<file path="src/rtl/resultado_display.sv">
// Output stage for the 4-bit calculator: latches result/flags/select on a rising
// edge of cargar and scans them onto a 4-digit active-low 7-segment display.
module resultado_display #(
   parameter int N           = 4,
   parameter int REFRESH_DIV = 50000
) (
   input  logic         clk,
   input  logic         rst,
   input  logic         cargar,
   input  logic [N-1:0] salida_in,
   input  logic [3:0]   flags_in,
   input  logic [3:0]   seleccion_in,
   output logic         valido,
   output logic [3:0]   leds_flags,
   output logic [3:0]   an,
   output logic [6:0]   seg
);

   localparam int            PW        = (REFRESH_DIV > 2) ? $clog2(REFRESH_DIV) : 1;
   localparam logic [PW-1:0] PRESC_MAX = PW'(REFRESH_DIV - 1);
   localparam logic [PW-1:0] PRESC_ONE = PW'(1);
   localparam bit            HAS_HI    = (N > 4);
   localparam logic [6:0]    SEG_DASH  = 7'b0111111;
   localparam logic [6:0]    SEG_BLANK = 7'b1111111;

   typedef enum logic [1:0] {
      DIG0 = 2'd0,
      DIG1 = 2'd1,
      DIG2 = 2'd2,
      DIG3 = 2'd3
   } scan_t;

   function automatic logic [6:0] hex_seg(input logic [3:0] v);
      logic [6:0] s;
      case (v)
         4'h0:    s = 7'b1000000;
         4'h1:    s = 7'b1111001;
         4'h2:    s = 7'b0100100;
         4'h3:    s = 7'b0110000;
         4'h4:    s = 7'b0011001;
         4'h5:    s = 7'b0010010;
         4'h6:    s = 7'b0000010;
         4'h7:    s = 7'b1111000;
         4'h8:    s = 7'b0000000;
         4'h9:    s = 7'b0010000;
         4'hA:    s = 7'b0001000;
         4'hB:    s = 7'b0000011;
         4'hC:    s = 7'b1000110;
         4'hD:    s = 7'b0100001;
         4'hE:    s = 7'b0000110;
         4'hF:    s = 7'b0001110;
         default: s = SEG_DASH;
      endcase
      return s;
   endfunction

   logic          cargar_prev_q, cargar_prev_d;
   logic [N-1:0]  result_q, result_d;
   logic [3:0]    flags_q, flags_d;
   logic [3:0]    sel_q, sel_d;
   logic          valido_q, valido_d;
   logic [PW-1:0] presc_q, presc_d;
   scan_t         scan_q, scan_d;
   logic [3:0]    an_q, an_d;
   logic [6:0]    seg_q, seg_d;
   logic [7:0]    res_ext_s;
   logic [6:0]    digit_s;

   // Next-state: capture on cargar rise, prescaler/scan advance, and display decode
   // evaluated on next-state values so the registered an/seg carry no extra latency.
   always_comb begin
      cargar_prev_d = cargar;
      result_d      = result_q;
      flags_d       = flags_q;
      sel_d         = sel_q;
      valido_d      = valido_q;
      presc_d       = presc_q;
      scan_d        = scan_q;
      an_d          = 4'b1110;
      digit_s       = SEG_BLANK;
      res_ext_s     = 8'h00;

      if (cargar && !cargar_prev_q) begin
         result_d = salida_in;
         flags_d  = flags_in;
         sel_d    = seleccion_in;
         valido_d = 1'b1;
      end else begin
         valido_d = valido_q;
      end

      if (presc_q == PRESC_MAX) begin
         presc_d = '0;
         case (scan_q)
            DIG0:    scan_d = DIG1;
            DIG1:    scan_d = DIG2;
            DIG2:    scan_d = DIG3;
            DIG3:    scan_d = DIG0;
            default: scan_d = DIG0;
         endcase
      end else begin
         presc_d = presc_q + PRESC_ONE;
      end

      res_ext_s[N-1:0] = result_d;
      case (scan_d)
         DIG0: begin
            an_d    = 4'b1110;
            digit_s = hex_seg(res_ext_s[3:0]);
         end
         DIG1: begin
            an_d    = 4'b1101;
            digit_s = HAS_HI ? hex_seg(res_ext_s[7:4]) : SEG_BLANK;
         end
         DIG2: begin
            an_d    = 4'b1011;
            digit_s = SEG_BLANK;
         end
         DIG3: begin
            an_d    = 4'b0111;
            digit_s = hex_seg(sel_d);
         end
         default: begin
            an_d    = 4'b1110;
            digit_s = SEG_DASH;
         end
      endcase

      if (valido_d) begin
         seg_d = digit_s;
      end else begin
         seg_d = SEG_DASH;
      end
   end

   // State registers with synchronous reset taking priority over capture.
   always_ff @(posedge clk) begin
      if (rst) begin
         cargar_prev_q <= 1'b0;
         result_q      <= '0;
         flags_q       <= 4'h0;
         sel_q         <= 4'h0;
         valido_q      <= 1'b0;
         presc_q       <= '0;
         scan_q        <= DIG0;
         an_q          <= 4'b1110;
         seg_q         <= SEG_DASH;
      end else begin
         cargar_prev_q <= cargar_prev_d;
         result_q      <= result_d;
         flags_q       <= flags_d;
         sel_q         <= sel_d;
         valido_q      <= valido_d;
         presc_q       <= presc_d;
         scan_q        <= scan_d;
         an_q          <= an_d;
         seg_q         <= seg_d;
      end
   end

   assign valido     = valido_q;
   assign leds_flags = flags_q;
   assign an         = an_q;
   assign seg        = seg_q;

endmodule
</file>
<file path="config.mk">
export PLATFORM = sky130hd
export DESIGN_NAME = resultado_display
export DESIGN_NICKNAME = d
export VERILOG_FILES = /design/src/rtl/resultado_display.sv
export SDC_FILE = /design/constraint.sdc
export NUM_CORES = 1
export LEC_CHECK = 0
export ABC_AREA = 1
export CAP_MARGIN = 20
export CORE_ASPECT_RATIO = 1.1
export CORE_MARGIN = 4
export CORE_UTILIZATION = 40
export CTS_CLUSTER_DIAMETER = 80
export CTS_CLUSTER_SIZE = 24
export DETAILED_ROUTE_END_ITERATION = 16
export PLACE_DENSITY = 0.64
export SLEW_MARGIN = 20
export SYNTH_ARGS = -nofsm -noshare
export SYNTH_HDL_FRONTEND = slang
export SYNTH_SLANG_ARGS = --single-unit
</file>
<file path="constraint.sdc">
create_clock -name clk -period 2.8 [get_ports clk]
set_input_delay 0.56 -clock clk [delete_from_list [all_inputs] [get_ports clk]]
set_output_delay 0.56 -clock clk [all_outputs]
set_load 0.03 [all_outputs]
</file>
==> results by group, run 1 <==
Status
  – Outcome: finished, final reports clean

Critical path
  – Maximum net fanout on the critical path: 10
  – Kind of end point of the critical path: flop
  – Critical path data required time: approximately 3 ns
  – Worst Setup Start Kind: input pin
  – CP Class: input pin to flop
  – Data arrival, critical path: between 2 and 2.5 ns
  – Worst-case reg-to-reg path depth: 11

Run
  – Number of maximum-capacitance constraint violations: 0

Placed design
  – IO buf count: 30
  – Placed cell areas: 2721 µm²
  – Gpl congestion: between 0.8 and 0.9
  – Placed cell count: around 450
  – DP HPWL: ~3.6 mm
  – Worst slack, placed: roughly 0.25 ns

CTS
  – Max H-tree Level: 2
  – CTS tree: yes
  – TritonCTS sink count: 43
  – Number of buffers created by CTS: 5
  – Buffers from clock root to sink, at most: 2
  – Number of post-CTS setup repair buffers: 0
  – Total of hold buffers inserted after clock tree synthesis: 0
  – CTS Root Buffer Type: sky130_fd_sc_hd__clkbuf_8
  – Insertion delay of the later-clocked pin in the worst-skew pair: around 0.29 ns
  – Clock input transition at the sequential cells of the worst setup and hold paths: approximately 0.08 ns
  – Number of gates resized after cts: 0

Final layout
  – Antenna diode count: 0
  – Non-filler instance count after layout: 457
  – Cell area after layout: 2858 µm²
  – Area used by multi-input combinational logic: about 1300 µm²
  – Proportion of layout cells with a drive suffix above 1: 0.1047
  – Sequential cell area in the final layout: 860.8 µm²
  – Area added between synthesis and finish: 22.73%
  – Final nets: 407
  – Number of inserted filler cells in the final layout: 546

Power
  – Leak pwr: approximately 1.3 nW
  – Largest voltage drop on the vdd net: ~0.28 mV
  – Final Power: around 1.5 mW
  – Pwr per Cell Area: 526.2 nW/µm²

Synth
  – #FFs+latches synth: between 40 and 50
  – Gate count of the mapped netlist: 344
  – Synthesized netlist net count: 370
  – Ys flop type: sky130_fd_sc_hd__dfxtp_1
  – Share of synthesized registers carrying an async set or reset: 0
  – Share of the synthesized area in the top cell type: 0.3697
  – Sequential share of the synthesized area: 0.3697
  – Yosys warning total: 0
  – Biggest area contributors in the synthesized netlist: sky130_fd_sc_hd__dfxtp_1, sky130_fd_sc_hd__nand2_1, sky130_fd_sc_hd__inv_1, sky130_fd_sc_hd__ha_1, sky130_fd_sc_hd__nor2_1
  – EDFF count, synth: 0
  – Netlist area before placement: between 2000 and 2500 µm²
  – Post-Syn Area per Cell: approximately 6.8 µm²
  – Yosys top cell by area: sky130_fd_sc_hd__dfxtp_1
  – Post-synth cell types: 28

Min path
  – Hold WC Path Type: flop to flop
  – Depth of the worst hold-timing path: 1

Die
  – Die Outline Area: between 7000 and 8000 µm²
  – X dimension of the die: 80.75 µm
  – Core Footprint: about 5500 µm²
  – Count of pins on the block boundary: 31
  – Die Height: a little under 90 µm
  – Count of standard-cell rows: 28
  – Starting utilization of the core area: 0.4233

Timing
  – Setup Skew: 0.004780 ns
  – Sum Neg Setup Slack: 0 ns
  – Period minus WS final: approximately 2.2 ns
  – Final-report hold violation count: 0
  – Unrepaired setup endpoints after global routing: false
  – Setup-violating endpoint count in the final report: 0
  – Post-route fraction of the period consumed by the critical path: 0.7991
  – Final setup margin: about 0.56 ns
  – Max-slew violation count: 0
  – Transition time at the pin with the least slew margin: between 0.5 and 0.6 ns
  – Fmax: 447.0 MHz
  – Rel. slew slack: 0.6399

Routing
  – Total length of routed wires: 4.598 mm
  – Average via count per standard cell: ~4.6
  – Detailed router's first-iteration violation count: 54
  – Vias: between 2,000 and 2,500
  – Average wire per cell in the routed design: ~10 µm
  – Number of nets with antenna violations after routing: 0
  – Number of remaining DRC errors: 0
  – Iteration count of the initial detailed-routing pass: 4

Global routing
  – Global Route met1 Usage: 0.1511
  – GR Overflow Total: 0
  – Overall track demand over capacity in global routing: 0.1443
  – Vias in the first global route: 1,994
  – Met2 routing resource usage after global routing: 0.2839
  – Layer with the highest usage after global routing: met2
  – First-pass GRT wire length: ~8 mm
  – Number of antenna violations at the first check in global routing: 0
  – Largest net degree at the start of global routing: 17
  – Met3 usage: 0.03498
==> per-layer routing <==
layer  up-vias  part of all wire
li1       1148                 -
met1       949              0.44
met2        15              0.53
met3         4             0.020
met4         0            0.0089
met5         -                 0
==> cells in the final DEF, fill, tap and decap left out <==
cell type,count
sky130_fd_sc_hd__ha_1,11
sky130_fd_sc_hd__o21ai_1,2
sky130_fd_sc_hd__inv_2,5
sky130_fd_sc_hd__o21ai_2,2
sky130_fd_sc_hd__nor3b_1,1
sky130_fd_sc_hd__nor2_4,2
sky130_fd_sc_hd__clkinvlp_4,1
sky130_fd_sc_hd__buf_4,4
sky130_fd_sc_hd__a21oi_1,13
sky130_fd_sc_hd__nand2_2,8
sky130_fd_sc_hd__nand2_1,112
sky130_fd_sc_hd__clkdlybuf4s50_1,30
sky130_fd_sc_hd__clkbuf_8,5
sky130_fd_sc_hd__o21ai_4,3
sky130_fd_sc_hd__nand4_1,2
sky130_fd_sc_hd__a31oi_1,1
sky130_fd_sc_hd__nand2_4,2
sky130_fd_sc_hd__nand3b_1,2
sky130_fd_sc_hd__or2_2,3
sky130_fd_sc_hd__dfxtp_1,43
sky130_fd_sc_hd__nor2_1,36
sky130_fd_sc_hd__bufinv_16,2
sky130_fd_sc_hd__nand3_1,25
sky130_fd_sc_hd__nor3_1,5
sky130_fd_sc_hd__inv_1,37
sky130_fd_sc_hd__nor4_1,1
sky130_fd_sc_hd__nor2_2,3
sky130_fd_sc_hd__o21ai_0,18
sky130_fd_sc_hd__or2_0,1
sky130_fd_sc_hd__xor2_1,2
==> kinds of logic (layout without fill, tap and decap cells) <==
family	Yosys count	in the layout	synth area share
compound gates	39	39	0.1021
simple gates	203	203	0.3804
fa+ha+maj	11	11	0.05911
flops	43	43	0.3697
xor+xnor	2	2	0.007524
buf+inv	46	84	0.08113
==> final cells by class <==
cell class	count	share of cell area
clock buffer	5	0.02408
tap	75	0.03284
sequential	43	0.3012
multi-input combinational	255	0.4475
inverter	42	0.05517
timing repair buffer	34	0.1156
clock inverter	3	0.02364
==> final timing paths <==
check	start	to	slack [ns]
max	cargar	seg[5]	0.56
min	presc_q[0]	presc_q[0]	0.45
max reg2reg	presc_q[0]	seg[4]	0.81
min reg2reg	presc_q[0]	presc_q[0]	0.45
==> sequential cells by signal (all words and copies together) (netlist names) <==
register	count
cargar_prev_q	1
an	4
seg	7
result_q	4
presc_q	16
scan_q	2
valido	1
sel_q	4
leds_flags	4
==> power breakdown <==
group,switching [mW],internal (mW)
Clock,0.219,0.356
Sequential,0.0112,0.640
Combinational,0.168,0.110
==> per-stage QoR <==
stage,utilization,hold slack [ns]
finish,0.5196,0.4518
global route,0.5196,0.4859
CTS,0.5196,0.4555
detailed placement,0.4948,0.4406
global placement,0.4948,0.4344
floorplan,-,0.4176
==> cells in the mapped netlist (all sizes together), types with 3 or more instances <==
cell   count
nand2    122
dfxtp     43
inv       42
nor2      41
nand3     25
o21ai     25
a21oi     13
ha        11
nor3       5
or2        4
buf        3
==> critical path, stage by stage <==
cell and delay, ns:
sky130_fd_sc_hd__clkdlybuf4s50_1 0.59, sky130_fd_sc_hd__nand2_4 0.15, sky130_fd_sc_hd__o21ai_2 0.27, sky130_fd_sc_hd__inv_1 0.13
sky130_fd_sc_hd__ha_1 0.23, sky130_fd_sc_hd__nand2_1 0.11, sky130_fd_sc_hd__o21ai_0 0.09, sky130_fd_sc_hd__nand2_1 0.06
sky130_fd_sc_hd__nand2_1 0.05, sky130_fd_sc_hd__nand2_1 0.06, sky130_fd_sc_hd__nand2_1 0.04, sky130_fd_sc_hd__inv_1 0.05
sky130_fd_sc_hd__nand2_1 0.04
Power figures use the tool's default switching activity.
==> inputs of run 2 (changes only) <==
PLACE_DENSITY = 0.66   (was 0.64)
clock period = 1.8 ns   (was 2.8 ns; I/O delays follow)
==> results by group, run 2 (same netlist as run 1, synthesis figures left out) <==
Global routing
  – Number of antenna violations at the first check in global routing: 0 (unchanged)
  – First-pass GRT wire length: 8.245 mm (+2.0%)
  – Largest net degree at the start of global routing: 17 (unchanged)
  – GR Overflow Total: 0 (unchanged)
  – Overall track demand over capacity in global routing: 0.1451 (+0.0008536)
  – Vias in the first global route: 2,065 (+3.6%)

Power
  – Pwr per Cell Area: 736.7 nW/µm² (+40%)
  – Switching Share: 0.2833 (+0.01849)
  – Logic pwr share: 0.209 (+0.024)
  – Leak pwr: 1.380 nW (+7.9%)
  – Largest voltage drop on the vdd net: 0.5427 mV (+90%)
  – Sequential group share of total power: 0.452 (+0.019)
  – Clk pwr share: 0.338 (-0.044)
  – Final Power: 2.247 mW (+49%)
  – Internal power contribution: 1.611 mW (+46%)
  – Net switching power: 0.6366 mW (+60%)

Final layout
  – Flip-flop count of the largest register, all copies and words added: 16 (unchanged)
  – Area used by multi-input combinational logic: 1343 µm² (+5.0%)
  – Antenna diode count: 0 (unchanged)
  – Commonest non-fill, non-tap cell in the layout: sky130_fd_sc_hd__nand2_1
  – Number of inserted filler cells in the final layout: 554 (+1.5%)
  – Final nets: 426 (+4.7%)
  – Sequential cell area in the final layout: 868.3 µm² (+0.87%)
  – Register with the most flip-flops: presc_q
  – Cell area after layout: 3050 µm² (+6.7%)
  – Most used cells in the layout excluding fill and tap cells: sky130_fd_sc_hd__nand2_1, sky130_fd_sc_hd__dfxtp_1, sky130_fd_sc_hd__inv_1
  – Area added between synthesis and finish: 31.01%
  – Non-filler instance count after layout: 476 (+4.2%)
  – Proportion of layout cells with a drive suffix above 1: 0.1870 (+0.08232)

Placed design
  – Placed cell areas: 2849 µm² (+4.7%)
  – Placed cell count: 466 (+3.8%)
  – DP HPWL: 3.641 mm (+0.86%)
  – IO buf count: 30 (unchanged)
  – Gpl congestion: 0.8489 (-2.4%)
  – Worst slack, placed: -0.3207 ns (-0.5746 ns)

Critical path
  – Worst Setup Start Kind: flop
  – Crit path buf inv count: 1 (-2)
  – Critical-path cell list: clkdlybuf4s50_1
  – Setup slack, reg-to-reg: 0.14 ns (-0.67 ns)
  – Crit. Startpoint: leds_flags[3]
  – Worst-case reg-to-reg path depth: 11 (unchanged)
  – CP Class: flop to output port
  – Slowest cell on the critical path: sky130_fd_sc_hd__clkdlybuf4s50_1
  – Worst Setup EP: leds_flags[3]
  – Critical path data required time: 1.44 ns (-1.55 ns)
  – Origin of the critical flop-to-flop path: presc_q[0]
  – Max stage delay on crit path: 0.67 ns (+0.08 ns)
  – Count of cell instances traversed by the critical path: 1 (-12)
  – Cell type group with the largest total delay on the critical path: buffers and inverters
  – Maximum net fanout on the critical path: 2 (-8)
  – Data arrival, critical path: 1.32 ns (-1.11 ns)
  – Kind of end point of the critical path: output port
  – Reg-to-reg endpoint: seg[4]

CTS
  – Number of buffers created by CTS: 5 (unchanged)
  – TritonCTS sink count: 43 (unchanged)
  – Max H-tree Level: 2 (unchanged)
  – CTS tree: yes
  – CTS Root Buffer Type: sky130_fd_sc_hd__clkbuf_8
  – Insertion delay of the later-clocked pin in the worst-skew pair: 0.30 ns (about the same)
  – Buffers from clock root to sink, at most: 2 (unchanged)
  – Total of hold buffers inserted after clock tree synthesis: 0 (unchanged)
  – Clock input transition at the sequential cells of the worst setup and hold paths: 0.08 ns (about the same)

Die
  – Starting utilization of the core area: 0.4233 (unchanged)
  – Die Height: 88.02 µm (unchanged)
  – Count of pins on the block boundary: 31 (unchanged)
  – Core Footprint: 5500 µm² (unchanged)
  – X dimension of the die: 80.75 µm (unchanged)
  – Die Outline Area: 7107 µm² (unchanged)
  – Count of standard-cell rows: 28 (unchanged)

Min path
  – Hold WC Path Type: flop to flop
  – Worst min-delay path startpoint: leds_flags[2]

Timing
  – Rel. slew slack: 0.7888 (+0.1489)
  – Sum Neg Setup Slack: 0 ns (unchanged)
  – Max-slew violation count: 0 (unchanged)
  – Setup Skew: 0.008310 ns (+0.003530 ns)
  – Transition time at the pin with the least slew margin: 0.3158 ns (-0.2230 ns)
  – Setup-violating endpoint count in the final report: 0 (unchanged)
  – Fmax: 596.7 MHz
  – Final setup margin: 0.1240 ns (-0.4386 ns)
  – Period minus WS final: 1.676 ns
  – Post-route fraction of the period consumed by the critical path: 0.9311
  – Final-report hold violation count: 0 (unchanged)

Routing
  – Detailed router's first-iteration violation count: 64 (+19%)
  – Number of remaining DRC errors: 0 (unchanged)
  – Vias: 2,208 (+4.3%)
  – Average via count per standard cell: 4.639 (+0.18%)
  – Total length of routed wires: 4.831 mm (+5.1%)
  – Iteration count of the initial detailed-routing pass: 4 (unchanged)
  – Number of nets with antenna violations after routing: 0 (unchanged)
  – Average wire per cell in the routed design: 10.15 µm (+0.87%)

Status
  – Outcome: finished, final reports clean

Run
  – Number of maximum-capacitance constraint violations: 0 (unchanged)
==> run 2: changes by cell type in the layout (fill, tap and decap cells not counted), sizes merged <==
cell | previous run | this run
bufinv | 2 | 1
clkdlybuf4s50 | 30 | 29
clkinv | 0 | 2
buf | 4 | 23
dlymetal6s2s | 0 | 1
clkinvlp | 1 | 0
==> run 2: metrics by stage <==
stage | util | hold slack [ns]
6_report | 0.5546 | 0.4846
5_1_grt | 0.5546 | 0.5084
4_1_cts | 0.5384 | 0.4896
3_5_place_dp | 0.5180 | 0.4681
3_3_place_gp | 0.5180 | 0.4641
2_1_floorplan | - | 0.4176
==> run 2: worst min-delay path by stage <==
stage,endpoint,slack [ns],depth (start not counted)
2_1_floorplan,presc_q[0],0.42,1
3_5_place_dp,presc_q[15],0.47,2
6_report,leds_flags[2],0.48,2
5_1_grt,leds_flags[2],0.51,2
4_1_cts,presc_q[15],0.49,2
3_3_place_gp,leds_flags[2],0.46,2
==> run 2: layer usage <==
| layer | vias up | track usage | part of all wire |
|---|---|---|---|
| li1 | 1189 | - | - |
| met1 | 989 | 0.1549 | 0.43 |
| met2 | 22 | 0.2764 | 0.52 |
| met3 | 8 | 0.03292 | 0.027 |
| met4 | 0 | 0.05223 | 0.018 |
| met5 | - | 0 | 0 |
==> run 2: area by class of cell <==
type,count,share of cell area
multi-input cells,255,0.4401
clock inverters,3,0.01436
inverters,42,0.05168
flip-flops and latches,43,0.2847
clock buffers,5,0.02256
well taps,75,0.03076
repair buffers,53,0.1559
==> run 2: power by group through the flow <==
stage / Combinational (mW) / Clock, mW / Sequential (mW)
floorplan: 0.247 / 0 / 1.08
global placement: 0.466 / 0 / 1.03
detailed placement: 0.467 / 0 / 1.04
CTS: 0.468 / 0.787 / 1.01
global route: 0.528 / 0.823 / 1.02
finish: 0.470 / 0.760 / 1.02
==> run 2: what timing repair did <==
item	in CTS	in global routing
pin swaps	1	3
hold endpoints to repair	0	0
buffers inserted	0	2
setup endpoints to repair	1	9
gates resized for setup	0	25
